$ cat src/rtl/arm_mem_arbiter_if.sv
// arm_mem_arbiter_if: requester handshakes and the shared memory port
// of arm_mem_arbiter, bundled with arbiter (slave) and client (master) views.
interface arm_mem_arbiter_if #(
   parameter int ADDR_W = 32,
   parameter int DATA_W = 32
);
   logic              req0;
   logic              we0;
   logic [ADDR_W-1:0] addr0;
   logic [DATA_W-1:0] wdata0;
   logic              gnt0;
   logic              done0;
   logic [DATA_W-1:0] rdata0;
   logic              excpt0;

   logic              req1;
   logic              we1;
   logic [ADDR_W-1:0] addr1;
   logic [DATA_W-1:0] wdata1;
   logic              gnt1;
   logic              done1;
   logic [DATA_W-1:0] rdata1;
   logic              excpt1;

   logic [ADDR_W-1:0] mem_addr;
   logic [DATA_W-1:0] mem_data_in;
   logic              mem_we;
   logic              mem_excpt;
   logic [DATA_W-1:0] mem_data_out;

   modport slave (
      input  req0, we0, addr0, wdata0,
      input  req1, we1, addr1, wdata1,
      input  mem_excpt, mem_data_out,
      output gnt0, done0, rdata0, excpt0,
      output gnt1, done1, rdata1, excpt1,
      output mem_addr, mem_data_in, mem_we
   );

   modport master (
      output req0, we0, addr0, wdata0,
      output req1, we1, addr1, wdata1,
      output mem_excpt, mem_data_out,
      input  gnt0, done0, rdata0, excpt0,
      input  gnt1, done1, rdata1, excpt1,
      input  mem_addr, mem_data_in, mem_we
   );
endinterface

$ cat src/rtl/arm_mem_arbiter.sv
// arm_mem_arbiter: two-requester round-robin arbiter for one arm_memory port.
// Define ARB_FIXED_PRIORITY_EN to make requester 0 always win a tie.
module arm_mem_arbiter #(
   parameter int ADDR_W = 32,
   parameter int DATA_W = 32
) (
   input logic              clk,
   input logic              reset,
   arm_mem_arbiter_if.slave bus
);
   typedef enum logic [1:0] {IDLE, ISSUE, RESP} state_e;

   state_e            state_q, state_d;
   logic              owner_q, owner_d;
   logic              we_q, we_d;
   logic [ADDR_W-1:0] addr_q, addr_d;
   logic [DATA_W-1:0] wdata_q, wdata_d;
   logic [ADDR_W-1:0] mem_addr_q, mem_addr_d;
   logic [DATA_W-1:0] mem_data_in_q, mem_data_in_d;
   logic              mem_we_q, mem_we_d;
   logic              gnt0_q, gnt0_d;
   logic              gnt1_q, gnt1_d;
   logic              done0_q, done0_d;
   logic              done1_q, done1_d;
   logic              excpt0_q, excpt0_d;
   logic              excpt1_q, excpt1_d;
   logic [DATA_W-1:0] rdata0_q, rdata0_d;
   logic [DATA_W-1:0] rdata1_q, rdata1_d;
   logic              any_req;
   logic              arb_en;
   logic              win1;

   assign any_req = bus.req0 | bus.req1;

`ifdef ARB_FIXED_PRIORITY_EN
   assign win1 = bus.req1 & ~bus.req0;
`else
   logic last_q, last_d;
   assign win1 = bus.req1 & (~bus.req0 | ~last_q);
`endif

   // Outputs are registered: gnt shows while the bus registers load,
   // mem_we shows while the memory answers, done shows after capture.
   always_comb begin
      state_d       = state_q;
      owner_d       = owner_q;
      we_d          = we_q;
      addr_d        = addr_q;
      wdata_d       = wdata_q;
      mem_addr_d    = mem_addr_q;
      mem_data_in_d = mem_data_in_q;
      mem_we_d      = 1'b0;
      gnt0_d        = 1'b0;
      gnt1_d        = 1'b0;
      done0_d       = 1'b0;
      done1_d       = 1'b0;
      excpt0_d      = 1'b0;
      excpt1_d      = 1'b0;
      rdata0_d      = rdata0_q;
      rdata1_d      = rdata1_q;
`ifndef ARB_FIXED_PRIORITY_EN
      last_d        = last_q;
`endif
      arb_en        = (state_q == IDLE) || (state_q == RESP);

      unique case (state_q)
         IDLE: ;
         ISSUE: begin
            mem_addr_d    = addr_q;
            mem_data_in_d = wdata_q;
            mem_we_d      = we_q;
            state_d       = RESP;
         end
         RESP: begin
            state_d = IDLE;
            if (owner_q) begin
               done1_d  = 1'b1;
               excpt1_d = bus.mem_excpt;
               if (!we_q) rdata1_d = bus.mem_data_out;
            end else begin
               done0_d  = 1'b1;
               excpt0_d = bus.mem_excpt;
               if (!we_q) rdata0_d = bus.mem_data_out;
            end
         end
         default: state_d = IDLE;
      endcase

      if (arb_en && any_req) begin
         owner_d = win1;
         gnt0_d  = ~win1;
         gnt1_d  = win1;
         we_d    = win1 ? bus.we1    : bus.we0;
         addr_d  = win1 ? bus.addr1  : bus.addr0;
         wdata_d = win1 ? bus.wdata1 : bus.wdata0;
         state_d = ISSUE;
`ifndef ARB_FIXED_PRIORITY_EN
         last_d  = win1;
`endif
      end
   end

   always_ff @(posedge clk) begin
      if (reset) begin
         state_q       <= IDLE;
         owner_q       <= 1'b0;
         we_q          <= 1'b0;
         addr_q        <= '0;
         wdata_q       <= '0;
         mem_addr_q    <= '0;
         mem_data_in_q <= '0;
         mem_we_q      <= 1'b0;
         gnt0_q        <= 1'b0;
         gnt1_q        <= 1'b0;
         done0_q       <= 1'b0;
         done1_q       <= 1'b0;
         excpt0_q      <= 1'b0;
         excpt1_q      <= 1'b0;
         rdata0_q      <= '0;
         rdata1_q      <= '0;
`ifndef ARB_FIXED_PRIORITY_EN
         last_q        <= 1'b1;
`endif
      end else begin
         state_q       <= state_d;
         owner_q       <= owner_d;
         we_q          <= we_d;
         addr_q        <= addr_d;
         wdata_q       <= wdata_d;
         mem_addr_q    <= mem_addr_d;
         mem_data_in_q <= mem_data_in_d;
         mem_we_q      <= mem_we_d;
         gnt0_q        <= gnt0_d;
         gnt1_q        <= gnt1_d;
         done0_q       <= done0_d;
         done1_q       <= done1_d;
         excpt0_q      <= excpt0_d;
         excpt1_q      <= excpt1_d;
         rdata0_q      <= rdata0_d;
         rdata1_q      <= rdata1_d;
`ifndef ARB_FIXED_PRIORITY_EN
         last_q        <= last_d;
`endif
      end
   end

   assign bus.gnt0        = gnt0_q;
   assign bus.gnt1        = gnt1_q;
   assign bus.done0       = done0_q;
   assign bus.done1       = done1_q;
   assign bus.excpt0      = excpt0_q;
   assign bus.excpt1      = excpt1_q;
   assign bus.rdata0      = rdata0_q;
   assign bus.rdata1      = rdata1_q;
   assign bus.mem_addr    = mem_addr_q;
   assign bus.mem_data_in = mem_data_in_q;
   assign bus.mem_we      = mem_we_q;
endmodule
$ cat src/flat_wrapper.sv
// flat-port wrapper written by rule: the top's interface ports become plain ports
module arm_mem_arbiter_flat 
#(
   parameter int ADDR_W = 32,
   parameter int DATA_W = 32
)
  (clk, reset, bus_req0, bus_we0, bus_addr0, bus_wdata0, bus_req1, bus_we1, bus_addr1, bus_wdata1, bus_mem_excpt, bus_mem_data_out, bus_gnt0, bus_done0, bus_rdata0, bus_excpt0, bus_gnt1, bus_done1, bus_rdata1, bus_excpt1, bus_mem_addr, bus_mem_data_in, bus_mem_we);
  arm_mem_arbiter_if #(.ADDR_W(ADDR_W), .DATA_W(DATA_W)) bus_i ();
  input logic clk;
  input logic reset;
  input wire logic [$bits(bus_i.req0)-1:0] bus_req0;
  input wire logic [$bits(bus_i.we0)-1:0] bus_we0;
  input wire logic [$bits(bus_i.addr0)-1:0] bus_addr0;
  input wire logic [$bits(bus_i.wdata0)-1:0] bus_wdata0;
  input wire logic [$bits(bus_i.req1)-1:0] bus_req1;
  input wire logic [$bits(bus_i.we1)-1:0] bus_we1;
  input wire logic [$bits(bus_i.addr1)-1:0] bus_addr1;
  input wire logic [$bits(bus_i.wdata1)-1:0] bus_wdata1;
  input wire logic [$bits(bus_i.mem_excpt)-1:0] bus_mem_excpt;
  input wire logic [$bits(bus_i.mem_data_out)-1:0] bus_mem_data_out;
  output wire logic [$bits(bus_i.gnt0)-1:0] bus_gnt0;
  output wire logic [$bits(bus_i.done0)-1:0] bus_done0;
  output wire logic [$bits(bus_i.rdata0)-1:0] bus_rdata0;
  output wire logic [$bits(bus_i.excpt0)-1:0] bus_excpt0;
  output wire logic [$bits(bus_i.gnt1)-1:0] bus_gnt1;
  output wire logic [$bits(bus_i.done1)-1:0] bus_done1;
  output wire logic [$bits(bus_i.rdata1)-1:0] bus_rdata1;
  output wire logic [$bits(bus_i.excpt1)-1:0] bus_excpt1;
  output wire logic [$bits(bus_i.mem_addr)-1:0] bus_mem_addr;
  output wire logic [$bits(bus_i.mem_data_in)-1:0] bus_mem_data_in;
  output wire logic [$bits(bus_i.mem_we)-1:0] bus_mem_we;
  assign bus_i.req0 = bus_req0;
  assign bus_i.we0 = bus_we0;
  assign bus_i.addr0 = bus_addr0;
  assign bus_i.wdata0 = bus_wdata0;
  assign bus_i.req1 = bus_req1;
  assign bus_i.we1 = bus_we1;
  assign bus_i.addr1 = bus_addr1;
  assign bus_i.wdata1 = bus_wdata1;
  assign bus_i.mem_excpt = bus_mem_excpt;
  assign bus_i.mem_data_out = bus_mem_data_out;
  assign bus_gnt0 = bus_i.gnt0;
  assign bus_done0 = bus_i.done0;
  assign bus_rdata0 = bus_i.rdata0;
  assign bus_excpt0 = bus_i.excpt0;
  assign bus_gnt1 = bus_i.gnt1;
  assign bus_done1 = bus_i.done1;
  assign bus_rdata1 = bus_i.rdata1;
  assign bus_excpt1 = bus_i.excpt1;
  assign bus_mem_addr = bus_i.mem_addr;
  assign bus_mem_data_in = bus_i.mem_data_in;
  assign bus_mem_we = bus_i.mem_we;
  arm_mem_arbiter #(.ADDR_W(ADDR_W), .DATA_W(DATA_W)) u_core (.clk(clk), .reset(reset), .bus(bus_i));
endmodule
$ cat config.mk
export PLATFORM = sky130hd
export DESIGN_NAME = arm_mem_arbiter_flat
export DESIGN_NICKNAME = d
export VERILOG_FILES = /design/src/rtl/arm_mem_arbiter_if.sv /design/src/rtl/arm_mem_arbiter.sv /design/src/flat_wrapper.sv
export SDC_FILE = /design/constraint.sdc
export NUM_CORES = 1
export LEC_CHECK = 0
export ABC_AREA = 1
export CAP_MARGIN = 15
export CORE_ASPECT_RATIO = 0.5
export CORE_MARGIN = 3
export CORE_UTILIZATION = 43
export CTS_CLUSTER_SIZE = 10
export DETAILED_ROUTE_END_ITERATION = 7
export PLACE_DENSITY = 0.74
export SETUP_SLACK_MARGIN = 0.2
export SLEW_MARGIN = 0
export SYNTH_ARGS = -nofsm -noshare
export SYNTH_HDL_FRONTEND = slang
export SYNTH_SLANG_ARGS = --single-unit
$ cat constraint.sdc
create_clock -name clk -period 2.2 [get_ports clk]
set_clock_uncertainty 0.2 [all_clocks]
set_input_delay 0.33 -clock clk [delete_from_list [all_inputs] [get_ports clk]]
set_output_delay 0.33 -clock clk [all_outputs]
set_load 0.01 [all_outputs]
==> out/results.ini, run 1 <==
[placed_design]
finalWeightedCongestion = 0.8216
dp_hpwl_um = 18420
dp_cells = 1662
pre_cts_slack_ps = 161.8
io_buffer_count = 301

[timing]
fin_crit_sh_pct = 89.05
slew_viol_final = 0
hold_viol = 0
relSlewSlack_pct = 55.67
tns_ps = 0
worst_slew_pin_slew_ps = 664.0
rsz0062_at_grt = false
layout_setup_ws_ps = 240.9
whs_ps = 181.6
setup_viol = 0
fin_crit_ps = 1959
fmax_mhz = 510.4

[min_path]
min_path_type = input port to flip-flop
min_path_cells = 4
worstHoldStart = bus_req1
whs_endpoint = u_core.wdata_q[25]

[finish]
drive_gt1_share_pct = 4.612
nets = 1597
antenna_cells = 0
syn_to_final_growth_pct = 45.47
fin_cells = 1690
fillCellCount = 1612

[clock_network]
cts_made_buffers = 24
cts_setup_buffers = 0
cts_buffer_depth = 3
clk_pin_slew_ps = 60
cts_root_buf = clkbuf_16
cts.sinks = 204
cts_htree_levels = 1
clk_latency_ps = 500
cts_tree = yes

[synthesis]
yosysSeqAreaShare_pct = 48.08
synth_area_mm2 = 0.008494
syn_inst = 1170
syn_nets = 1337
synth_warnings = 0
synth-seq-cells = 204
avgSynthCellArea_um2 = 7.260
netlist-cell-type-count = 18

[critical_path]
r2r_end = u_core.bus.mem_data_in[7]
critPathMaxFanout = 2
r2r-start = u_core.state_q[0]
required_ps = 1670
cp-startpoint = u_core.bus.rdata1[18]
r2r_cells = 6
crit_path_start_kind = flip-flop
path_cells = clkdlybuf4s50_1
regToRegSetupSlack_ps = 370
crit_path_end_kind = output port
worstSetupPathType = flip-flop to output port
crit_family = buffers and inverters
cp_slowest_stage_delay_ps = 580
critPathArrivalTime_ps = 1430
crit_slowest_cell = clkdlybuf4s50_1
critPathBufInv = 1

[global_routing]
grt_max_degree = 68
antenna_found_initial = 0
overflow = 0
grt_pass1_vias = 8019
grt_usage_pct = 23.83
grt_pass1_wl_um = 42370

[run]
drv_cap = 0

[floorplanning]
die-height_um = 105.4
die_x_um = 204.8
core-area_mm2 = 0.01887
start_util_pct = 45.00
num_rows = 35
pin_count = 302
die_area_mm2 = 0.02158

[routing]
viasPerCell = 5.084
routed_wirelength_um = 26860
wl_per_cell_um = 15.89
drt_first_pass_iters = 5
post-route-drc-count = 0
final_antenna_net_count = 0
vias = 8592
drt_iter0_markers = 682

[power]
total_power_mw = 9.005
vdd_drop_max_uv = 543.4
power_density_mw_per_mm2 = 728.7
leakagePower_nw = 5.442

[status]
status = finished, final reports clean

[flip-flops by register name (all words and copies together), names as in the netlist]
name,flops
u_core.bus.gnt0,1
u_core.bus.excpt1,1
u_core.bus.done0,1
u_core.bus.excpt0,1
u_core.we_q,1
u_core.bus.mem_data_in,32
u_core.bus.rdata1,32
u_core.bus.done1,1
u_core.state_q,2
u_core.bus.mem_we,1
u_core.bus.gnt1,1
u_core.last_q,1
u_core.owner_q,1
u_core.bus.mem_addr,32
u_core.bus.rdata0,32
u_core.addr_q,32
u_core.wdata_q,32
[worst max path at each step]
| stage | to | slack (ps) | depth (start not counted) |
|---|---|---|---|
| after floorplan | u_core.wdata_q[22] | 820 | 6 |
| after detailed placement | u_core.addr_q[30] | 160 | 6 |
| after global placement | u_core.wdata_q[19] | 190 | 6 |
| after CTS | bus_rdata1[9] | 200 | 1 |
| final | bus_rdata1[18] | 240 | 1 |
| after global routing | bus_mem_addr[1] | 200 | 1 |
[where the power goes]
part	total [mW]	internal [mW]	switching, mW
sequential	4.09	3.95	0.138
clock	3.39	1.99	1.40
combinational	1.52	0.746	0.779
total	9.00	6.69	2.32
[cell usage after synthesis (all sizes together)]
| cell | number | share of area (%) |
|---|---|---|
| a21oi | 32 | 1.9 |
| nand4 | 32 | 2.4 |
| dfxtp | 204 | 48 |
| nand2 | 202 | 8.9 |
| clkbuf | 33 | 1.5 |
| nor2 | 205 | 9.1 |
| buf | 61 | 4.0 |
| nand3b | 64 | 5.7 |
| o21ai | 66 | 3.9 |
| inv | 103 | 4.6 |
| nor3 | 4 | 0.35 |
| nand3 | 164 | 9.7 |
[worst reg2reg max path, cell delays in order (launching register included)]
cell     delay (ps)
dfxtp_1         390
inv_2           150
nor2_4           50
inv_2           480
buf_12          290
nor2_1           90
nor2_1          110
[area by class of cell]
class / count / area, um^2 / area share (%)
sequential: 204 / 4084 / 33.05
multi-input combinational: 769 / 3592 / 29.07
timing repair buffer: 328 / 3331 / 26.95
clock buffer: 26 / 629.4 / 5.093
inverter: 103 / 389.1 / 3.149
tap: 259 / 324.1 / 2.623
clock inverter: 1 / 7.507 / 0.06075
[logic make-up (layout without fill, tap and decap cells)]
group           count (synthesis)  in the layout  synth area share, %
buf+inv                       197            458                10.03
flops                         204            204                48.08
compound gates                 98             98                5.818
simple gates                  671            671                36.07
[cell usage in the layout (no fill, tap or decap)]
cell type        synthesis  final
clkdlybuf4s50_1          0    295
nand3_1                164    164
buf_4                   18     16
clkbuf_16                0     25
nor2_4                   0      2
buf_2                   36      2
inv_2                    3      2
buf_6                    0      1
nand3b_1                64     64
nor3_1                   2      2
inv_1                  100    100
nor2_1                 203    201
inv_4                    0      1
o21ai_4                  0      1
dlygate4sd3_1            0      1
dfxtp_1                204    204
nand2_2                  0      2
nor3_4                   0      1
nor3_2                   2      1
a21oi_1                 32     32
o21ai_0                 65     65
buf_12                   0      9
dlymetal6s2s_1           0      3
clkinvlp_4               0      1
nand2_1                202    200
nor2_2                   2      2
nand4_1                 32     32
dlygate4sd2_1            0      1
clkbuf_1                33      1
[per-layer routing]
layer,GRT usage [%],part of all wire [%],vias to the layer above
met1,32.38,44,4006
met3,3.579,5.8,41
li1,-,-,4255
met4,5.395,2.1,0
met2,40.17,49,290
met5,0,0,-
[metrics by stage]
step | util, % | area, um^2
detailed placement | 61.99 | 11700
global route | 65.47 | 12360
floorplan | - | 8494
finish | 65.47 | 12360
global placement | 61.99 | 11700
CTS | 65.41 | 12350
[what timing repair did]
action                                 CTS  global route
resized for setup                        1             4
setup endpoints to repair                1             4
pin swaps                                0             0
hold buffers                             1             0
endpoints found under the hold margin    3             0
Power figures use the tool's default switching activity.
==> inputs of run 2 (changes only) <==
- CTS_CLUSTER_SIZE: 10 -> 25
- PLACE_DENSITY: 0.74 -> 0.79
==> run 2 against run 1 <==
Effect of this change:
- routed wire length is 1.6% lower
- maximum frequency increased by 0.88%
- final area shrank 0.47%
- non-clock buffer count decreased by 6
- utilization is 0.30 points lower
- sequential share of layout area rose by 0.15 points
- clock power is essentially flat
- total power down 0.58%
- worst setup slack better by 17 ps
- worst hold slack worse by 130 ps
- sequential power about the same
- register-to-register slack improved by 30 ps
- critical endpoint is now bus_rdata1[19]
- largest cell class unchanged
==> out/results.ini, run 2 (synthesis results as in run 1) <==
[floorplanning]
die_x_um = 204.8  ; unchanged
start_util_pct = 45.00  ; unchanged
die_area_mm2 = 0.02158  ; unchanged
num_rows = 35  ; unchanged
core-area_mm2 = 0.01887  ; unchanged
pin_count = 302  ; unchanged
die-height_um = 105.4  ; unchanged

[clock_network]
cts_htree_levels = 1  ; unchanged
cts_root_buf = clkbuf_16
cts_hold_buf = 0  ; -1
clk_pin_slew_ps = 70  ; about the same
clk_latency_ps = 490  ; about the same
cts_setup_buffers = 0  ; unchanged
cts.sinks = 204  ; unchanged
cts_buffer_depth = 3  ; unchanged
cts_tree = yes
cts_made_buffers = 20  ; -17%

[status]
status = finished, final reports clean

[critical_path]
crit_family = buffers and inverters
crit_path_start_kind = flip-flop
critPathMaxFanout = 2  ; unchanged
path_cells = clkdlybuf4s50_1
cp_slowest_stage_delay_ps = 590  ; about the same
required_ps = 1670  ; about the same
worstSetupPathType = flip-flop to output port
critPathBufInv = 1  ; unchanged
critPathArrivalTime_ps = 1410  ; -20 ps
crit_path_end_kind = output port
crit_slowest_cell = clkdlybuf4s50_1

[finish]
multi_input_area_mm2 = 0.003592  ; unchanged
stdcell_area_mm2 = 0.01230  ; -0.47%
drive_gt1_share_pct = 4.672  ; +0.060 points
antenna_cells = 0  ; unchanged
fillCellCount = 1583  ; -1.8%
final_common_cell = clkdlybuf4s50_1
final_cell_mix = 299 x clkdlybuf4s50_1, 204 x dfxtp_1, 201 x nor2_1, 200 x nand2_1, 164 x nand3_1
syn_to_final_growth_pct = 44.79
nets = 1587  ; -0.63%
seq_area_mm2 = 0.004084  ; unchanged

[placed_design]
finalWeightedCongestion = 0.8005  ; -2.6%
dpl_cell_area_mm2 = 0.01165  ; -0.43%
io_buffer_count = 301  ; unchanged
pre_cts_slack_ps = 200.8  ; +38.96 ps
dp_hpwl_um = 17850  ; -3.1%

[run]
drv_cap = 0  ; unchanged

[timing]
fin_crit_sh_pct = 88.28  ; -0.78 points
relSlewSlack_pct = 60.72  ; +5.0 points
fmax_mhz = 514.9  ; +0.88%
rsz0062_at_grt = false
worst_slew_pin_slew_ps = 588.4  ; -75.62 ps
layout_setup_ws_ps = 257.9  ; +17.06 ps
tns_ps = 0  ; unchanged
hold_viol = 0  ; unchanged
fin_crit_ps = 1942  ; -17.06 ps
slew_viol_final = 0  ; unchanged
setup_viol = 0  ; unchanged

[global_routing]
overflow = 0  ; unchanged
antenna_found_initial = 0  ; unchanged
grt_pass1_wl_um = 42070  ; -0.72%
grt_max_degree = 67  ; -1.5%
grt_usage_pct = 23.42  ; -0.42 points
grt_pass1_vias = 8149  ; +1.6%

[power]
vdd_drop_max_uv = 435.6  ; -20%
power_density_mw_per_mm2 = 727.9  ; -0.11%
leakagePower_nw = 5.355  ; -1.6%

[routing]
routed_wirelength_um = 26420  ; -1.6%
drt_first_pass_iters = 5  ; unchanged
post-route-drc-count = 0  ; unchanged
viasPerCell = 5.058  ; -0.50%
wl_per_cell_um = 15.60  ; -1.8%
drt_iter0_markers = 592  ; -13%
vias = 8564  ; -0.33%
final_antenna_net_count = 0  ; unchanged

[min_path]
min_path_type = input port to flip-flop

## run 2: cell count changes in the layout (fill, tap and decap cells not counted), moves of 3 or more
cell             delta
buf_4               -4
clkbuf_1            +3
clkbuf_16           -4
clkdlybuf4s50_1     +4
clkinv_2            +5
dlymetal6s2s_1      -3
## run 2: timing repair
item / 4_1_cts / 5_1_grt
endpoints found under the setup margin: 0 / 16
gates resized for setup: 0 / 1
hold endpoints to repair: 0 / 0
## run 2: final timing paths
path | startpoint | end | slack, ps | cells past startpoint
max | u_core.bus.rdata1[19] | bus_rdata1[19] | 260 | 1
min | reset | u_core.bus.done1 | 50 | 2
max reg2reg | u_core.state_q[0] | u_core.bus.mem_data_in[22] | 400 | 6
min reg2reg | u_core.bus.rdata0[25] | u_core.bus.rdata0[25] | 260 | 2
## run 2: report_power, final
group          internal, mW  switching [mW]
combinational         0.736           0.775
sequential             3.95           0.138
clock                  1.94            1.42
total                  6.62            2.33
## run 2: area by class of cell
cell class	count	area share (%)
flip-flops and latches	204	33.20
inverters	103	3.164
clock buffers	27	4.619
multi-input cells	769	29.21
well taps	259	2.635
clock inverters	9	0.6307
repair buffers	322	26.54
## run 2: stage by stage
stage | utilization (%) | instances | power (mW) | hold WS (ps)
3_5_place_dp | 61.72 | 1657 | 5.665 | 251.7
5_1_grt | 65.16 | 1693 | 9.347 | 68.69
4_1_cts | 65.14 | 1693 | 9.014 | 34.06
3_3_place_gp | 61.72 | 1657 | 5.638 | 249.4
6_report | 65.16 | 1693 | 8.953 | 48.86
2_1_floorplan | - | 1170 | 4.870 | 248.0
## run 2: layer usage
layer / global-route usage, % / wire length, um
met5: 0 / 0
met1: 30.29 / 11420
met2: 41.62 / 13150
met4: 5.689 / 561
met3: 2.962 / 1282
